===== src/rtl/uart_pkg.sv =====
// Shared definitions for the UART receive path: FSM states and oversampling tick constants.
package uart_pkg;

  typedef enum logic [2:0] {
    IDLE,
    START,
    DATA,
    STOP,
    WAIT_IDLE
  } rx_state_t;

  localparam logic [3:0] MID_TICK  = 4'd7;
  localparam logic [3:0] LAST_TICK = 4'd15;

endpackage


===== src/rtl/fifo.sv =====
// Small show-ahead FIFO; a write while full is accepted only when a read frees the slot in the same cycle.
module fifo #(
  parameter int DATA_SIZE      = 8,
  parameter int ADDR_SPACE_EXP = 2
) (
  input  logic                 clk,
  input  logic                 reset,
  input  logic                 write_to_fifo,
  input  logic                 read_from_fifo,
  input  logic [DATA_SIZE-1:0] write_data_in,
  output logic [DATA_SIZE-1:0] read_data_out,
  output logic                 empty,
  output logic                 full
);

  localparam int DEPTH = 2 ** ADDR_SPACE_EXP;

  logic [DATA_SIZE-1:0]      r_mem [DEPTH];
  logic [ADDR_SPACE_EXP-1:0] r_wr_ptr;
  logic [ADDR_SPACE_EXP-1:0] r_rd_ptr;
  logic [ADDR_SPACE_EXP:0]   r_count;
  logic                      w_rd;
  logic                      w_wr;

  assign empty = (r_count == '0);
  assign full  = (r_count == (ADDR_SPACE_EXP + 1)'(DEPTH));
  assign w_rd  = read_from_fifo & ~empty;
  assign w_wr  = write_to_fifo & (~full | w_rd);

  // Gating with empty keeps the head at zero after reset without clearing the storage.
  assign read_data_out = empty ? '0 : r_mem[r_rd_ptr];

  always_ff @(posedge clk or posedge reset) begin
    if (reset) begin
      r_wr_ptr <= '0;
      r_rd_ptr <= '0;
      r_count  <= '0;
    end else begin
      if (w_wr) r_wr_ptr <= r_wr_ptr + (ADDR_SPACE_EXP)'(1);
      if (w_rd) r_rd_ptr <= r_rd_ptr + (ADDR_SPACE_EXP)'(1);
      case ({w_wr, w_rd})
        2'b10:   r_count <= r_count + (ADDR_SPACE_EXP + 1)'(1);
        2'b01:   r_count <= r_count - (ADDR_SPACE_EXP + 1)'(1);
        default: r_count <= r_count;
      endcase
    end
  end

  // NOTE: storage has no reset; only pointers and count carry state that must be defined after reset.
  always_ff @(posedge clk) begin
    if (w_wr) r_mem[r_wr_ptr] <= write_data_in;
  end

endmodule


===== src/rtl/uart_rx_core.sv =====
// UART receiver: 16x oversampling FSM with start/stop validation, Rx FIFO and sticky error flags.
module uart_rx_core
  import uart_pkg::*;
#(
  parameter int DBITS    = 8,
  parameter int SB_TICK  = 16,
  parameter int FIFO_EXP = 2
) (
  input  logic             clk_100MHz,
  input  logic             reset,
  input  logic             rx,
  input  logic             sample_tick,
  input  logic             read_uart,
  input  logic             clr_err,
  output logic [DBITS-1:0] read_data,
  output logic             rx_empty,
  output logic             rx_full,
  output logic             frame_err,
  output logic             overrun
);

  localparam int              BW        = (DBITS > 1) ? $clog2(DBITS) : 1;
  localparam logic [BW-1:0]   LAST_BIT  = BW'(DBITS - 1);
  localparam logic [3:0]      STOP_LAST = 4'(SB_TICK - 1);

  rx_state_t        r_state;
  logic             r_sync_meta;
  logic             r_rx_sync;
  logic [3:0]       r_tick_cnt;
  logic [BW-1:0]    r_bit_cnt;
  logic [DBITS-1:0] r_shift;
  logic             r_push;
  logic             r_frame_err;
  logic             r_overrun;
  logic             w_push_ok;
  logic             w_pop;
  logic             w_drop;

  always_ff @(posedge clk_100MHz or posedge reset) begin
    if (reset) begin
      r_sync_meta <= 1'b1;
      r_rx_sync   <= 1'b1;
    end else begin
      r_sync_meta <= rx;
      r_rx_sync   <= r_sync_meta;
    end
  end

  always_ff @(posedge clk_100MHz or posedge reset) begin
    if (reset) begin
      r_state     <= IDLE;
      r_tick_cnt  <= '0;
      r_bit_cnt   <= '0;
      r_shift     <= '0;
      r_push      <= 1'b0;
      r_frame_err <= 1'b0;
    end else begin
      r_push <= 1'b0;
      // NOTE: a later non-blocking assignment in the same block wins, so a new framing error overrides clr_err.
      if (clr_err) r_frame_err <= 1'b0;
      if (sample_tick) begin
        case (r_state)
          IDLE: begin
            if (!r_rx_sync) begin
              r_state    <= START;
              r_tick_cnt <= '0;
            end
          end
          START: begin
            if (r_tick_cnt == MID_TICK) begin
              if (!r_rx_sync) begin
                r_state    <= DATA;
                r_tick_cnt <= '0;
                r_bit_cnt  <= '0;
              end else begin
                r_state <= IDLE;
              end
            end else begin
              r_tick_cnt <= r_tick_cnt + 4'd1;
            end
          end
          DATA: begin
            if (r_tick_cnt == LAST_TICK) begin
              r_shift    <= {r_rx_sync, r_shift[DBITS-1:1]};
              r_tick_cnt <= '0;
              if (r_bit_cnt == LAST_BIT) r_state <= STOP;
              else                       r_bit_cnt <= r_bit_cnt + BW'(1);
            end else begin
              r_tick_cnt <= r_tick_cnt + 4'd1;
            end
          end
          STOP: begin
            if (r_tick_cnt == STOP_LAST) begin
              r_tick_cnt <= '0;
              if (r_rx_sync) begin
                r_push  <= 1'b1;
                r_state <= IDLE;
              end else begin
                r_frame_err <= 1'b1;
                r_state     <= WAIT_IDLE;
              end
            end else begin
              r_tick_cnt <= r_tick_cnt + 4'd1;
            end
          end
          WAIT_IDLE: begin
            if (r_rx_sync) r_state <= IDLE;
          end
          default: r_state <= IDLE;
        endcase
      end
    end
  end

  // A full FIFO still takes the word when the user pops in the same cycle.
  assign w_pop     = read_uart & ~rx_empty;
  assign w_push_ok = r_push & (~rx_full | read_uart);
  assign w_drop    = r_push & ~w_push_ok;

  always_ff @(posedge clk_100MHz or posedge reset) begin
    if (reset)        r_overrun <= 1'b0;
    else if (w_drop)  r_overrun <= 1'b1;
    else if (clr_err) r_overrun <= 1'b0;
  end

  assign frame_err = r_frame_err;
  assign overrun   = r_overrun;

  fifo #(
    .DATA_SIZE     (DBITS),
    .ADDR_SPACE_EXP(FIFO_EXP)
  ) FIFO_RX_UNIT (
    .clk           (clk_100MHz),
    .reset         (reset),
    .write_to_fifo (w_push_ok),
    .read_from_fifo(w_pop),
    .write_data_in (r_shift),
    .read_data_out (read_data),
    .empty         (rx_empty),
    .full          (rx_full)
  );

endmodule


===== config.mk =====
export PLATFORM = sky130hd
export DESIGN_NAME = uart_rx_core
export DESIGN_NICKNAME = d
export VERILOG_FILES = /design/src/rtl/uart_pkg.sv /design/src/rtl/fifo.sv /design/src/rtl/uart_rx_core.sv
export SDC_FILE = /design/constraint.sdc
export NUM_CORES = 1
export LEC_CHECK = 0
export CAP_MARGIN = 30
export CORE_UTILIZATION = 53
export CTS_CLUSTER_SIZE = 24
export DETAILED_ROUTE_END_ITERATION = 8
export DONT_BUFFER_PORTS = 1
export GPL_TIMING_DRIVEN = 1
export HOLD_SLACK_MARGIN = 0.05
export PLACE_DENSITY = 0.68
export SLEW_MARGIN = 0
export SYNTH_ARGS = -nofsm -noshare
export SYNTH_HDL_FRONTEND = slang
export SYNTH_SLANG_ARGS = --single-unit

===== constraint.sdc =====
create_clock -name clk_100MHz -period 5.3 [get_ports clk_100MHz]
set_input_delay 0.795 -clock clk_100MHz [delete_from_list [all_inputs] [get_ports clk_100MHz]]
set_output_delay 0.795 -clock clk_100MHz [all_outputs]
set_load 0.01 [all_outputs]

==> results.txt <==
Worst vdd ir: 0.000261 V
CTS tree: done
Sequential cell area: 1710 µm²
R2R Setup Slk: 2.83 ns
Setup violations, final: 0
HP Class: reg -> reg
Diodes inserted: 0
Warnings from Yosys: 0
Standard-cell rows: 25
Leakage: 1.26 nW
Worst Skew: 0.00950 ns
Post-CTS Setup Repair Bufs: 0
Global-route usage over all layers: 19.5%
Area of the core: 4850 µm²
Hold EP: r_rx_sync
DR WL/cell: 16.8 µm
Count of cell types in the netlist: 40
Total power: 1.53 mW
Detailed-route via count: 1504
Top cells by area, synth: edfxtp_1, dfrtp_1, mux4_2
Die ar.: 5450 µm²
Buf+Inv Stages, Crit Path: 0
DR vias/cell: 5.63
Worst skew pair latency: 0.35 ns
Slowest cell on the critical path: dfrtp_1
Worst path required time: 4.51 ns
Clock Root Buffer: clkbuf_8
DRC violations left: 0
H-tree levels: 3
GPL Wtd Cong: 0.821
Post-synth EDFFs: 32
RSZ-0062 raised after global routing: false
Syn Std Cell Area: 2740 µm²
Post-synthesis sequential area ratio: 62.6%
Hold wc startpoint: r_sync_meta
Horiz. Die Dim: 73.9 µm
Port Buffers: 0
Max Clk Rate: 0.379 GHz
Worst slew margin: 62.7%
Reg2reg start: FIFO_RX_UNIT.r_count[0]
Most used DFF post-synth: edfxtp_1
CTS Buf Count: 9
CTS max path bufs: 2
Worst path top cell family by delay: flip-flops
Post-synth ARST share: 48.4%
Final nets: 210
Max-cap violation count: 0
Syn Nets: 206
CTS sink count: 62
Worst Setup Start Kind: flip-flop
Final Max Tran Viols: 0
Delay of the slowest critical-path stage: 0.70 ns
Top cells by count, synth: edfxtp_1, dfrtp_1, inv_1
Number of global-route vias before repair: 1442
Status: finished clean
Largest net degree at the start of global routing: 31
Register-to-Register Path Depth: 10
Mapped Cells: 191
Worst Max-Slew Pin Slew: 0.560 ns
Initial drt markers: 51
Minimum clock period after layout: 2.64 ns
Crit-path cells: mux4_2, and2_1
Routed wire length: 4500 µm
Routed Antenna Nets: 0
Initial Utilization: 56.4%
Multi-input logic area: 923 µm²
Hold-fix buffers, CTS: 0
Share of cells above drive strength 1: 19.0%
Post-synthesis area per instance: 14.3 µm²
Worst setup path class: reg -> out
Clock transition at the registers of the reported paths: 0.07 ns
Synth area leader: edfxtp_1
Initial antenna violation count: 0
Synth Register Bits: 62
Post-DP HPWL: 3050 µm
Total congestion overflow: 0
Final period util: 49.8%
Filler instances: 362
Num ports: 18
PwrDens: 506 nW/µm²
Area Overhead vs Synth: 10.5%
Count leader, synth: edfxtp_1
CP arrival: 1.85 ns
Worst setup EP type: output pin
Hold Path Depth: 0
Reg-to-Reg End: FIFO_RX_UNIT.r_count[2]
Share of the synthesized area in the top cell type: 35.1%
First-pass GRT wire length: 7190 µm
Setup TNS: 0 ns
Resized cells post-CTS: 0
Final Hold Fails: 0
CP max FO: 10
TritonRoute pass-1 iters: 4
DIE HEIGHT: 73.9 µm
Hold WS: 0.356 ns
-- report_power, final --
group          total [mW]  switching, mW  internal (mW)  leakage [nW]
sequential          0.695          0.113          0.582         0.702
clock               0.493          0.182          0.311         0.114
combinational       0.342          0.165          0.177         0.445
-- sequential cells by signal (all words and copies together), names as in the netlist, 2 cells and up --
signal	count
r_bit_cnt	3
FIFO_RX_UNIT.r_count	3
r_tick_cnt	4
r_state	3
r_shift	8
FIFO_RX_UNIT.r_rd_ptr	2
FIFO_RX_UNIT.r_wr_ptr	2
FIFO_RX_UNIT.r_mem	32
-- per-layer routing --
layer	track usage, %	routed length, µm
met1	24.7	1970
met2	28.0	2150
met3	7.41	252
met4	12.8	123
met5	0	0
-- kinds of logic after synthesis --
logic type	synth area share [%]
AOI/OAI and AO/OA	5.90
xor gates and xnor gates	2.24
adders and majority gates	4.39
buffers and inverters	3.61
DFF	62.6
muxes	11.6
and+or+nand+nor	9.65
-- worst reg2reg max path, cell delays in order (launching register included) --
cell,delay (ns)
dfrtp_1,0.41
nor3b_1,0.43
nor2b_1,0.23
nor2b_1,0.14
inv_1,0.09
ha_1,0.19
inv_1,0.06
fa_1,0.39
xor2_1,0.16
nor2_1,0.13
xor2_1,0.15
-- cell type report --
type                       instances  area share [%]
inverter                          15            1.86
sequential                        62            56.7
timing repair buffer               1           0.248
multi-input combinational        106            30.5
tap                               67            2.77
clock inverter                     6            3.64
clock buffer                      10            4.22
-- through the flow --
step	instance area [µm²]	setup WS (ns)	util, %	std cells
final	3020	2.66	62.3	267
after CTS	3020	2.63	62.3	267
after global placement	2790	3.00	57.4	251
after floorplan	2740	3.11	-	191
after global routing	3020	2.53	62.3	267
after detailed placement	2790	2.85	57.4	251
-- placed cells by master, fill, tap and decap left out, types with 2 or more instances in the layout --
cell	synthesis	final
a31oi_1	2	2
inv_1	15	15
nor3_1	3	3
nand2_1	9	9
nor2b_1	3	3
and3_1	2	2
mux2i_1	2	2
o21ai_0	6	6
o22ai_1	3	3
a22o_1	2	2
o21bai_1	2	2
xor2_1	3	3
dfrtp_1	28	28
clkbuf_8	0	9
o211ai_1	2	2
nand3_1	3	3
and2_1	13	13
a21oi_1	4	4
mux4_2	8	8
xnor2_1	4	4
mux2_2	9	9
or3b_1	2	2
bufinv_16	0	3
dfstp_2	2	2
edfxtp_1	32	32
nor2_1	4	4
ha_1	8	8
-- worst max path at each step --
stage | start | to | slack, ns | cells after the start
2_1_floorplan | FIFO_RX_UNIT.r_count[0] | FIFO_RX_UNIT.r_count[2] | 3.11 | 10
3_3_place_gp | FIFO_RX_UNIT.r_count[0] | FIFO_RX_UNIT.r_count[2] | 3.00 | 10
3_5_place_dp | FIFO_RX_UNIT.r_count[0] | FIFO_RX_UNIT.r_count[2] | 2.85 | 10
4_1_cts | FIFO_RX_UNIT.r_rd_ptr[0] | read_data[4] | 2.63 | 2
5_1_grt | FIFO_RX_UNIT.r_rd_ptr[0] | read_data[4] | 2.53 | 2
6_report | FIFO_RX_UNIT.r_rd_ptr[0] | read_data[4] | 2.66 | 2
No activity file was read; power rests on OpenSTA's default activity.
